==> src/rtl/yarp_regfile_sb_if.sv <==
// Decode/writeback bus of the YARP scoreboarded register file.
// The core side (decode + writeback) uses master; the register file uses slave.
interface yarp_regfile_sb_if #(
    parameter int XLEN = 32,
    parameter int AW   = 5
);
    logic [AW-1:0]   rs1_addr_i;
    logic [AW-1:0]   rs2_addr_i;
    logic [XLEN-1:0] rs1_data_o;
    logic [XLEN-1:0] rs2_data_o;
    logic            rs1_pend_o;
    logic            rs2_pend_o;
    logic [AW-1:0]   rd_addr_i;
    logic            wr_en_i;
    logic [XLEN-1:0] wr_data_i;
    logic            pend_set_i;
    logic [AW-1:0]   pend_addr_i;
    logic            ready_o;

    modport master (
        output rs1_addr_i, rs2_addr_i, rd_addr_i, wr_en_i, wr_data_i,
               pend_set_i, pend_addr_i,
        input  rs1_data_o, rs2_data_o, rs1_pend_o, rs2_pend_o, ready_o
    );

    modport slave (
        input  rs1_addr_i, rs2_addr_i, rd_addr_i, wr_en_i, wr_data_i,
               pend_set_i, pend_addr_i,
        output rs1_data_o, rs2_data_o, rs1_pend_o, rs2_pend_o, ready_o
    );
endinterface

==> src/rtl/yarp_regfile_sb.sv <==
// YARP integer register file with post-reset clear sequencer and RAW pending-write scoreboard.
// Define YARP_RF_BYPASS_EN to forward same-cycle writeback data onto the read ports.
module yarp_regfile_sb #(
    parameter int XLEN     = 32,
    parameter int NUM_REGS = 32,
    parameter int AW       = $clog2(NUM_REGS)
) (
    input  logic             clk,
    input  logic             reset_n,
    yarp_regfile_sb_if.slave rf
);

    typedef enum logic {
        ST_INIT = 1'b0,
        ST_RUN  = 1'b1
    } state_t;

    localparam logic [AW-1:0] LAST_IDX = AW'(NUM_REGS - 1);

    state_t          state_reg, state_next;
    logic [AW-1:0]   clr_cnt_reg, clr_cnt_next;
    logic [XLEN-1:0] mem [NUM_REGS];
    logic [NUM_REGS-1:0] pend_reg;
    wire  [NUM_REGS-1:0] pend_next;
    logic            run;
    logic            wr_fire;

    assign run     = (state_reg == ST_RUN);
    assign wr_fire = run && rf.wr_en_i && (rf.rd_addr_i != '0);

    always_ff @(posedge clk) begin
        if (!reset_n) begin
            state_reg   <= ST_INIT;
            clr_cnt_reg <= '0;
        end else begin
            state_reg   <= state_next;
            clr_cnt_reg <= clr_cnt_next;
        end
    end

    always_comb begin
        state_next   = state_reg;
        clr_cnt_next = clr_cnt_reg;
        case (state_reg)
            ST_INIT: begin
                clr_cnt_next = clr_cnt_reg + AW'(1);
                if (clr_cnt_reg == LAST_IDX) begin
                    state_next = ST_RUN;
                end
            end
            ST_RUN:  state_next = ST_RUN;
            default: state_next = ST_INIT;
        endcase
    end

    // One entry is zeroed per INIT cycle; writeback is only honoured in RUN.
    always_ff @(posedge clk) begin
        if (reset_n) begin
            if (!run) begin
                mem[clr_cnt_reg] <= '0;
            end else if (wr_fire) begin
                mem[rf.rd_addr_i] <= rf.wr_data_i;
            end
        end
    end

    // Scoreboard: a newly issued producer (set) wins over a retiring one (clr).
    for (genvar gi = 0; gi < NUM_REGS; gi++) begin : g_pend
        if (gi == 0) begin : g_zero
            assign pend_next[gi] = 1'b0;
        end else begin : g_bit
            wire set_w = run && rf.pend_set_i && (rf.pend_addr_i == AW'(gi));
            wire clr_w = run && rf.wr_en_i    && (rf.rd_addr_i   == AW'(gi));
            assign pend_next[gi] = set_w | (pend_reg[gi] & ~clr_w);
        end
    end

    always_ff @(posedge clk) begin
        if (!reset_n) begin
            pend_reg <= '0;
        end else begin
            pend_reg <= pend_next;
        end
    end

    for (genvar gi = 0; gi < 2; gi++) begin : g_rd
        logic [AW-1:0]   addr;
        logic [XLEN-1:0] data_c;
        logic            pend_c;

        assign addr = (gi == 0) ? rf.rs1_addr_i : rf.rs2_addr_i;

        always_comb begin
            data_c = '0;
            pend_c = 1'b0;
            if (run && (addr != '0)) begin
                data_c = mem[addr];
                pend_c = pend_reg[addr];
`ifdef YARP_RF_BYPASS_EN
                // The retiring write satisfies the read unless a newer producer issues now.
                if (rf.wr_en_i && (rf.rd_addr_i == addr)) begin
                    data_c = rf.wr_data_i;
                    pend_c = rf.pend_set_i && (rf.pend_addr_i == addr);
                end
`endif
            end
        end
    end

    assign rf.rs1_data_o = g_rd[0].data_c;
    assign rf.rs2_data_o = g_rd[1].data_c;
    assign rf.rs1_pend_o = g_rd[0].pend_c;
    assign rf.rs2_pend_o = g_rd[1].pend_c;
    assign rf.ready_o    = run;

endmodule

==> src/flat_wrapper.sv <==
// flat-port wrapper written by rule: the top's interface ports become plain ports
module yarp_regfile_sb_flat 
#(
    parameter int XLEN     = 32,
    parameter int NUM_REGS = 32,
    parameter int AW       = $clog2(NUM_REGS)
)
  (clk, reset_n, rf_rs1_addr_i, rf_rs2_addr_i, rf_rd_addr_i, rf_wr_en_i, rf_wr_data_i, rf_pend_set_i, rf_pend_addr_i, rf_rs1_data_o, rf_rs2_data_o, rf_rs1_pend_o, rf_rs2_pend_o, rf_ready_o);
  yarp_regfile_sb_if #(.XLEN(XLEN), .AW(AW)) rf_i ();
  input  logic clk;
  input  logic reset_n;
  input wire logic [$bits(rf_i.rs1_addr_i)-1:0] rf_rs1_addr_i;
  input wire logic [$bits(rf_i.rs2_addr_i)-1:0] rf_rs2_addr_i;
  input wire logic [$bits(rf_i.rd_addr_i)-1:0] rf_rd_addr_i;
  input wire logic [$bits(rf_i.wr_en_i)-1:0] rf_wr_en_i;
  input wire logic [$bits(rf_i.wr_data_i)-1:0] rf_wr_data_i;
  input wire logic [$bits(rf_i.pend_set_i)-1:0] rf_pend_set_i;
  input wire logic [$bits(rf_i.pend_addr_i)-1:0] rf_pend_addr_i;
  output wire logic [$bits(rf_i.rs1_data_o)-1:0] rf_rs1_data_o;
  output wire logic [$bits(rf_i.rs2_data_o)-1:0] rf_rs2_data_o;
  output wire logic [$bits(rf_i.rs1_pend_o)-1:0] rf_rs1_pend_o;
  output wire logic [$bits(rf_i.rs2_pend_o)-1:0] rf_rs2_pend_o;
  output wire logic [$bits(rf_i.ready_o)-1:0] rf_ready_o;
  assign rf_i.rs1_addr_i = rf_rs1_addr_i;
  assign rf_i.rs2_addr_i = rf_rs2_addr_i;
  assign rf_i.rd_addr_i = rf_rd_addr_i;
  assign rf_i.wr_en_i = rf_wr_en_i;
  assign rf_i.wr_data_i = rf_wr_data_i;
  assign rf_i.pend_set_i = rf_pend_set_i;
  assign rf_i.pend_addr_i = rf_pend_addr_i;
  assign rf_rs1_data_o = rf_i.rs1_data_o;
  assign rf_rs2_data_o = rf_i.rs2_data_o;
  assign rf_rs1_pend_o = rf_i.rs1_pend_o;
  assign rf_rs2_pend_o = rf_i.rs2_pend_o;
  assign rf_ready_o = rf_i.ready_o;
  yarp_regfile_sb #(.XLEN(XLEN), .NUM_REGS(NUM_REGS), .AW(AW)) u_core (.clk(clk), .reset_n(reset_n), .rf(rf_i));
endmodule
==> config.mk <==
export PLATFORM = sky130hd
export DESIGN_NAME = yarp_regfile_sb_flat
export DESIGN_NICKNAME = d
export VERILOG_FILES = /design/src/rtl/yarp_regfile_sb_if.sv /design/src/rtl/yarp_regfile_sb.sv /design/src/flat_wrapper.sv
export SDC_FILE = /design/constraint.sdc
export NUM_CORES = 1
export LEC_CHECK = 0
export CAP_MARGIN = 20
export CORE_ASPECT_RATIO = 0.75
export CORE_MARGIN = 4
export CORE_UTILIZATION = 45
export DETAILED_ROUTE_END_ITERATION = 12
export PLACE_DENSITY_LB_ADDON = 0.12
export SETUP_SLACK_MARGIN = 0.3
export SLEW_MARGIN = 20
export SYNTH_ARGS = -nofsm -noshare
export SYNTH_HDL_FRONTEND = slang
export SYNTH_SLANG_ARGS = --single-unit
==> constraint.sdc <==
create_clock -name clk -period 5.9 [get_ports clk]
set_input_delay 1.18 -clock clk [delete_from_list [all_inputs] [get_ports clk]]
set_output_delay 1.18 -clock clk [all_outputs]
set_load 0.01 [all_outputs]
### Word-level counts from Yosys, hierarchy flattened

Memory sizes are Yosys's and may differ from the RTL's.
Cells that the tools add are included.

| word-level totals | value |
|---|---|
| output and inout port bits | 67 |
| bits of input ports | 56 |
| logic and storage cells | 256 |
| bits in registers | 38 |
| bits in writable memories | 1024 |
| memories | 1 |

| cells by class | value |
|---|---|
| bitwise gates (word level) | 94 |
| mux-type cells | 20 |
| add/subtract/negate cells | 1 |
| equality and inequality tests | 63 |
| $lt $le $gt $ge | 2 |
| reduce and logical (&&, ||, !) cells | 71 |

Memories:

| memory | depth | bits a word | read ports | clocked after memory_dff | wr ports | line | RTL |
|---|---|---|---|---|---|---|---|
| u_core.mem | 32 | 32 | 2 | 0 | 1 | yarp_regfile_sb.sv:22 | `logic [XLEN-1:0] mem [NUM_REGS];` |

Operators with widths:

| kind | number |
|---|---|
| 5-bit == test (second input constant) | 33 |
| 32-bit two-way mux | 3 |
| 5-bit by 4-bit == test with 1-bit output (second input constant) | 16 |
| 1-bit logical AND | 67 |
| 5-bit by 3-bit == test with 1-bit output (second input constant) | 8 |
| 1-bit inverter | 32 |
| 32-bit OR reduction | 1 |
| 1-bit AND | 31 |
| 1-bit bitwise OR | 31 |
| 5-bit by 2-bit == test with 1-bit output (second input constant) | 4 |
| 5-bit nonzero test | 3 |
| 1-bit two-way mux | 13 |
| 5-bit by 6-bit < comparator with 1-bit output (second input constant) | 2 |
| 1-bit binary-select mux with 5-bit select | 2 |
| 5-bit by 1-bit == test with 1-bit output (second input constant) | 2 |
| 5-bit by 1-bit adder with 5-bit output (second input constant) | 1 |
| 5-bit two-way mux | 1 |
| 1-bit case mux with 2 select lines | 1 |

### Longest topological paths before layout

Gate-level depths: netlist of the first run.

| depth | value |
|---|---|
| depth in word-level cells | 8 |
| gate-level depth with buffers | 8 |

### Worst setup path after synthesis of the first run

No wires, ideal clock.

| timing path | value |
|---|---|
| path type | input-to-reg |
| start point | in rf_rd_addr_i[3] |
| end point | mem u_core.mem[16][0], enable pin |
| required time | 5439 ps |
| slack | 936 ps |
| path buffers | 1 |
| arrival time | 4502 ps |
| stages | 5 |
| setup time | 461 ps |
| cell sequence | clkbuf_1 > nor4_4 > a21oi_1 > o32a_1 > nor3_1 |

| between the ends | value |
|---|---|
| word-level cells in the longest chain between the ends | 8 |

Ends and longest elaborated chain:

| element | line | RTL |
|---|---|---|
| start: declaration | flat_wrapper.sv:14 | `input wire logic [$bits(rf_i.rd_addr_i)-1:0] rf_rd_addr_i;` |
| 5-bit nonzero test | yarp_regfile_sb.sv:29 | `assign wr_fire = run && rf.wr_en_i && (rf.rd_addr_i != '0);` |
| 1-bit logical AND | yarp_regfile_sb.sv:29 |  |
| 1-bit two-way mux | yarp_regfile_sb.sv:61 | `end else if (wr_fire) begin` |
| 1-bit two-way mux | yarp_regfile_sb.sv:59 | `if (!run) begin` |
| 1-bit two-way mux | yarp_regfile_sb.sv:58 | `if (reset_n) begin` |
| 1-bit two-way mux (not written as such) | yarp_regfile_sb.sv:62 | `mem[rf.rd_addr_i] <= rf.wr_data_i;` |
| 32-bit OR reduction (no source line) | - |  |
| 5-bit two-way mux (no source line) or 1-bit two-way mux (tied branches) | - |  |
| end: declaration | yarp_regfile_sb.sv:22 |  |

Parallel ways exist; a longest one is shown, timed or not.

### Final worst setup path of the first run

| timing path | value |
|---|---|
| start point | in rf_rs2_addr_i[3] |
| end point | out rf_rs2_data_o[28] |

| between the ends | value |
|---|---|
| word-level cells in the longest chain between the ends | 3 |

Ends and longest elaborated chain:

| element | line | RTL |
|---|---|---|
| start: declaration | flat_wrapper.sv:13 | `input wire logic [$bits(rf_i.rs2_addr_i)-1:0] rf_rs2_addr_i;` |
| parallel branches: the longest is 2 deep, another holds memory 32 x 32 bit | - |  |
| 32-bit two-way mux (*) | yarp_regfile_sb.sv:96 | `if (run && (addr != '0)) begin` |
| end: declaration | flat_wrapper.sv:20 | `output wire logic [$bits(rf_i.rs2_data_o)-1:0] rf_rs2_data_o;` |

Every way passes the cells marked *.

==> results by group, run 1 <==
Finish
  • Max FFs per register: 1024
  • Commonest non-fill, non-tap cell in the layout: edfxtp_1
  • Layout area overhead: 14.72%
  • Nets: 2703
  • Multi-input gate area: 17350 um2
  • Seq. cell area: roughly 31000 um2
  • Commonest cells after routing, fill and taps aside: edfxtp_1, mux4_2, mux2i_1, clkdlybuf4s50_1, clkbuf_16
  • # diodes: 0
  • Share of cells above drive strength 1: 0.3446
  • Layout filler cell count: 8454

Setup path
  • WS Path Type: in2out
  • Critical-path maximum fanout: 11
  • Cells along the critical path: clkdlybuf4s50_1 > nor2b_4 > buf_4 > a221o_1 > a21oi_1 > a31oi_1 > clkdlybuf4s50_1
  • Crit start category: input port
  • Most frequent cell on the critical path: clkdlybuf4s50_1
  • WP data arrival: around 4.2 ns
  • CP max-delay cell: clkdlybuf4s50_1
  • CP peak stage delay: 0.70 ns
  • CP endpoint kind: output port
  • Worst Path Required: 4.72 ns

GRT
  • Initial antenna violation count: 1
  • Largest net degree at the start of global routing: 78
  • First-pass GRT wire length: approximately 210000 um
  • GRT overflow: 0
  • Total GRT Usage: 0.2627
  • Number of global-route vias before repair: 28750

Hold path
  • Min-Delay Path Class: reg2reg

Timing
  • Post-route setup slack: approximately 0.53 ns
  • Fin crit period: 5.369 ns
  • Max_slew headroom: 0.2359
  • Final hold viol count: 0
  • Slew Limit Fails: 0
  • Final setup viols: 0
  • RSZ-0062 raised after global routing: false
  • Worst slew pin tran: 1.141 ns
  • Tcrit/Tclk final: 0.9101
  • Max Clock Freq: approximately 190 MHz
  • TNS Setup: 0 ns
  • Clk_skew: 0.02057 ns

Power and ir drop
  • Clock power frac: 0.442
  • Tot Pwr: 16240 uW
  • Sw frac: 0.2111
  • Net Sw Power: 3428 uW
  • Logic pwr share: 0.053
  • Flop pwr share: 0.505
  • Pwr Density: 284.9 nW/um2
  • Internal: 12810 uW
  • Leakage: approximately 0.019 uW
  • VDD IR-drop max: 0.2860 mV

Route
  • WL final: 152500 um
  • Via-per-instance ratio: roughly 6.8
  • Via count: 28310
  • Met3 routed WL: 14900 um
  • Post-DRT Antenna Nets: 0
  • Max layer used: met5
  • Residual DRC: 0
  • DR WL/cell: 36.54 um
  • WL met2: 72380 um
  • DRT Pass-1 Iters: 7
  • 1st-iter DRT viols: 3156
  • Met1 wire length: 60470 um

Floorplan
  • Die area: 115800 um2
  • Starting Density: 0.4539
  • Cell Rows: approximately 110
  • Die width: around 390 um
  • Die height: 295.7 um
  • Placeable Area: around 110000 um2
  • # IOs: 123

Status
  • Run status: finished clean

Synthesis
  • Post-synth EDFFs: 1024
  • Cell Area, Synth: 49680 um2
  • Area leader, netlist: edfxtp_1
  • Register area share after synthesis: 0.6339
  • Synth top area cells: edfxtp_1, mux4_2, mux2i_1
  • Ys async rst share: 0
  • Post-Syn Area per Cell: between 15 and 20 um2
  • Synthesized Nets: 2547
  • Yosys cell types: between 40 and 50
  • YS warnings: 0
  • Synth Register Bits: 1061
  • Synth Flop Type: edfxtp_1
  • Share of the synthesized area in the top cell type: 0.6190
  • Syn Inst Count: 2489

Place
  • GP Congestion: between 0.8 and 0.9
  • Port bufs: about 120
  • HPWL Detailed: 87670 um
  • Dpl ws: roughly 0.57 ns

Clock tree
  • Cts-stage hold buffer count: 0
  • Root Driver: clkbuf_16
  • CTS buffer count: 105
  • Clock transition at path regs: approximately 0.06 ns
  • CTS Buffer Depth: 3
  • TritonCTS clock tree: built
  • Clock Latency Late Sink: 0.72 ns
  • Post-CTS Setup Inserts: 0
  • H-tree depth: 3
  • PostCTS Resize Cnt: 0
  • Clock sink count: about 1100

Job
  • MaxCap Viol Count: 0
==> metal layers <==
metal  global-route usage  up-vias
met1               0.3670    15220
met4              0.08102        2
li1                     -    11150
met5                    0        -
met3              0.05775      244
met2               0.4188     1692
==> path summary, 6_finish.rpt <==
path                                  start                             end  slack, ns  cells after the start
max reg2reg    u_core.rf.ready_o$_SDFF_PN0_      u_core.mem[9][8]$_DFFE_PP_       2.03                      5
min          u_core.pend_reg[12]$_SDFF_PN0_  u_core.pend_reg[12]$_SDFF_PN0_       0.49                      2
min reg2reg  u_core.pend_reg[12]$_SDFF_PN0_  u_core.pend_reg[12]$_SDFF_PN0_       0.49                      2
max                        rf_rs2_addr_i[3]               rf_rs2_data_o[28]       0.53                      7
==> critical path, delay by kind of cell <==
family | cells | cell delay [ns]
buffers and inverters | 3 | 1.68
AO/OA/AOI/OAI | 3 | 0.64
AND/OR/NAND/NOR | 1 | 0.67
==> cell type report <==
type / instances / area share
repair buffers: 249 / 0.04679
well taps: 1444 / 0.03170
clock buffers: 128 / 0.04837
multi-input cells: 1224 / 0.3045
flip-flops and latches: 1061 / 0.5526
inverters: 4 / 0.0002635
clock inverters: 65 / 0.01583
==> power groups by stage <==
stage | Combinational [uW] | Sequential [uW] | Clock, uW
after floorplan | 582 | 8360 | 0
after global placement | 857 | 8360 | 0
after detailed placement | 861 | 8370 | 0
after CTS | 863 | 8210 | 7280
after global routing | 899 | 8210 | 7620
final | 855 | 8210 | 7180
==> cell usage after synthesis, types with 2 or more instances <==
cell type     n
a21boi_0     31
a21oi_1      36
a221o_1      33
a22oi_1      32
a31oi_1      37
a32oi_1       2
and2_1       37
and3_1        6
buf_1         8
buf_2        67
buf_4        29
buf_6        15
clkbuf_1     81
dfxtp_1      37
edfxtp_1   1024
ha_1          2
inv_1         3
mux2_2       66
mux2i_1     140
mux4_2      524
nand2_1      72
nand2b_1     12
nand3_1       6
nand3b_1      5
nor2_1       19
nor2b_1       7
nor3_1       34
nor3b_1       2
o21a_1        2
o21ai_0      33
o21ai_1       2
o221ai_1     33
o22a_1       33
or2_2         2
or3_1         2
xnor2_1       2
==> per-stage QoR <==
stage	hold slack (ns)	util	cell area, um2	std cells
3_3_place_gp	0.4853	0.4868	53270	3978
3_5_place_dp	0.4911	0.4869	53280	3979
5_1_grt	0.5232	0.5208	56990	4175
6_report	0.4948	0.5208	56990	4175
4_1_cts	0.4970	0.5203	56940	4172
2_1_floorplan	0.4639	-	49680	2489
==> cells by family (layout without fill, tap and decap cells) <==
logic type,after synthesis,after routing,share of synthesized area
and+or+nand+nor,209,209,0.02141
buffers and inverters,204,446,0.02156
adders and majority gates,2,2,0.0005036
xor gates and xnor gates,2,2,0.0003527
AOI/OAI and AO/OA,280,280,0.04133
muxes,731,731,0.2810
DFF,1061,1061,0.6339
(Power assumes the default switching activity.)
==> run 2, diff against run 1 <==
--- a/config.mk
+++ b/config.mk
@@ -8,8 +8,9 @@
 export CAP_MARGIN = 20
 export CORE_ASPECT_RATIO = 0.75
 export CORE_MARGIN = 4
-export CORE_UTILIZATION = 45
+export CORE_UTILIZATION = 60
 export DETAILED_ROUTE_END_ITERATION = 12
+export HOLD_SLACK_MARGIN = 0.03
 export PLACE_DENSITY_LB_ADDON = 0.12
 export SETUP_SLACK_MARGIN = 0.3
 export SLEW_MARGIN = 20
==> run 2 against run 1 <==
Die area fell by 24%. Register-to-register slack got worse by 0.24 ns. Count of clock-buffer cells in the layout fell by 12. Critical path type unchanged. Core utilization rose by 16 points. Cell count fell by 8.3%. Via count rose by 2.0%. Sequential power barely moved. Worst hold slack improved by 0.012 ns. Clock skew rose by 0.014 ns. Highest routed layer is now met4. Largest power group unchanged. Critical path depth did not move. Combinational power fell by 0.9%. Critical endpoint is now rf_rs2_data_o[31].
==> results by group, run 2 (synthesized netlist as in run 1, its figures left out) <==
Floorplan
  • Die width: roughly 340 um
  • Cell Rows: 91
  • Starting Density: 0.6051
  • Die height: roughly 260 um
  • Die area: just under 90000 um2
  • # IOs: 123
  • Placeable Area: 82090 um2

Setup path
  • CP startpoint: rf_rs2_addr_i[3]
  • CP peak stage delay: 0.67 ns
  • WP data arrival: 4.23 ns
  • R2R Setup Slk: 1.79 ns
  • Cells along the critical path: clkdlybuf4s50_1 > nor2b_4 > buf_4 > a221o_1 > a21oi_1 > a31oi_1 > clkdlybuf4s50_1
  • Worst Path Required: 4.72 ns
  • Crit start category: input port
  • Worst r2r path cells: 5
  • Critical-path maximum fanout: 13
  • WS Path Type: in2out
  • CP endpoint kind: output port
  • Crit Reg-Reg Startpoint: u_core.rf.ready_o$_SDFF_PN0_
  • Most frequent cell on the critical path: clkdlybuf4s50_1
  • CP max-delay cell: clkdlybuf4s50_1
  • RR Endpoint: u_core.mem[3][11]$_DFFE_PP_
  • Worst setup path end: rf_rs2_data_o[31]

Route
  • Residual DRC: 0
  • Via count: just under 30000
  • DR WL/cell: 37.60 um
  • WL final: about 140000 um
  • DRT Pass-1 Iters: 6
  • Via-per-instance ratio: roughly 7.5
  • Post-DRT Antenna Nets: 0
  • 1st-iter DRT viols: 4492

Place
  • HPWL Detailed: approximately 80000 um
  • Port bufs: 122
  • # placed instances: 3644
  • GP Congestion: 0.8429

Job
  • MaxCap Viol Count: 0

Hold path
  • Min-Delay Path Class: reg2reg
  • Hold Crit Start: u_core.pend_reg[23]$_SDFF_PN0_

Finish
  • Commonest non-fill, non-tap cell in the layout: edfxtp_1
  • Nets: around 2700
  • Layout area overhead: 12.90%
  • Multi-input gate area: between 15000 and 20000 um2
  • Non-Filler Instances: 3829
  • Commonest cells after routing, fill and taps aside: edfxtp_1, mux4_2, mux2i_1, clkdlybuf4s50_1, clkbuf_16
  • Share of cells above drive strength 1: 0.3421
  • Seq. cell area: 31490 um2
  • Layout filler cell count: 5100
  • # diodes: 0
  • Max FFs per register: 1024
  • Post-layout util: 0.6832

Clock tree
  • CTS Buffer Depth: 3
  • Post-CTS Setup Inserts: 0
  • Root Driver: clkbuf_16
  • TritonCTS clock tree: built
  • Cts-stage hold buffer count: 0
  • CTS buffer count: 100
  • H-tree depth: 3
  • Clock transition at path regs: 0.06 ns
  • PostCTS Resize Cnt: 0
  • Clock Latency Late Sink: 0.69 ns
  • Clock sink count: 1061

Timing
  • RSZ-0062 raised after global routing: false
  • Fin crit period: between 5 and 6 ns
  • Final setup viols: 0
  • Clk_skew: 0.03457 ns
  • TNS Setup: 0 ns
  • Max Clock Freq: between 150 and 200 MHz
  • Tcrit/Tclk final: 0.9162
  • Max_slew headroom: 0.2284
  • Final hold viol count: 0
  • Slew Limit Fails: 0
  • Worst slew pin tran: 1.152 ns

GRT
  • First-pass GRT wire length: 208600 um
  • Number of global-route vias before repair: approximately 29000
  • Total GRT Usage: 0.3330
  • Largest net degree at the start of global routing: 63
  • GRT overflow: 0
  • Initial antenna violation count: 0

Power and ir drop
  • Leakage: 0.01841 uW
  • Pwr Density: 280.9 nW/um2
  • VDD IR-drop max: 0.2741 mV
  • Tot Pwr: 15750 uW

Status
  • Run status: finished clean
run 2: cell count changes in the layout (fill, tap and decap cells not counted), moves of 5 or more:
cell	before	now
clkbuf_1	21	13
buf_12	37	24
clkinv_4	0	5
buf_4	89	94
bufinv_16	21	15
run 2: routing by layer:
layer,vias up,track usage,share of wire
met5,-,0,0
met4,0,0.1272,0.042
met3,333,0.07809,0.13
met2,2285,0.5115,0.47
met1,15140,0.4747,0.36
li1,11110,-,-
run 2: worst max-delay path: cells and delay by family:
family,cells,cell delay [ns]
compound gates,3,0.66
buf+inv,3,1.72
simple gates,1,0.66
run 2: power by group:
group | leakage (uW) | internal (uW) | switching (uW)
Combinational | 0.00627 | 382 | 465
Sequential | 0.0105 | 8180 | 23.9
Clock | 0.00164 | 3860 | 2840
run 2: how the worst min path moves through the flow:
stage,end,slack (ns),cells past startpoint
6_report,u_core.pend_reg[23]$_SDFF_PN0_,0.51,2
5_1_grt,u_core.pend_reg[6]$_SDFF_PN0_,0.53,2
4_1_cts,u_core.pend_reg[8]$_SDFF_PN0_,0.50,2
3_5_place_dp,u_core.pend_reg[8]$_SDFF_PN0_,0.49,2
3_3_place_gp,u_core.pend_reg[15]$_SDFF_PN0_,0.48,2
2_1_floorplan,u_core.pend_reg[30]$_SDFF_PN0_,0.46,2
run 2: final cells by class:
class                   instances  area share
clock buffers                 116     0.04683
clock inverters                66     0.01363
inverters                       4   0.0002677
repair buffers                242     0.04366
multi-input cells            1224      0.3092
flip-flops and latches       1061      0.5615
well taps                    1116     0.02490
run 2: per-stage QoR:
stage | instance area (um2) | setup slack [ns] | hold WS (ns)
final | 56090 | 0.4944 | 0.5063
after CTS | 56040 | 0.5784 | 0.5015
after detailed placement | 52650 | 0.5982 | 0.4928
after global routing | 56090 | 0.4292 | 0.5330
after floorplan | 49680 | 0.9364 | 0.4639
after global placement | 52650 | 0.5822 | 0.4834
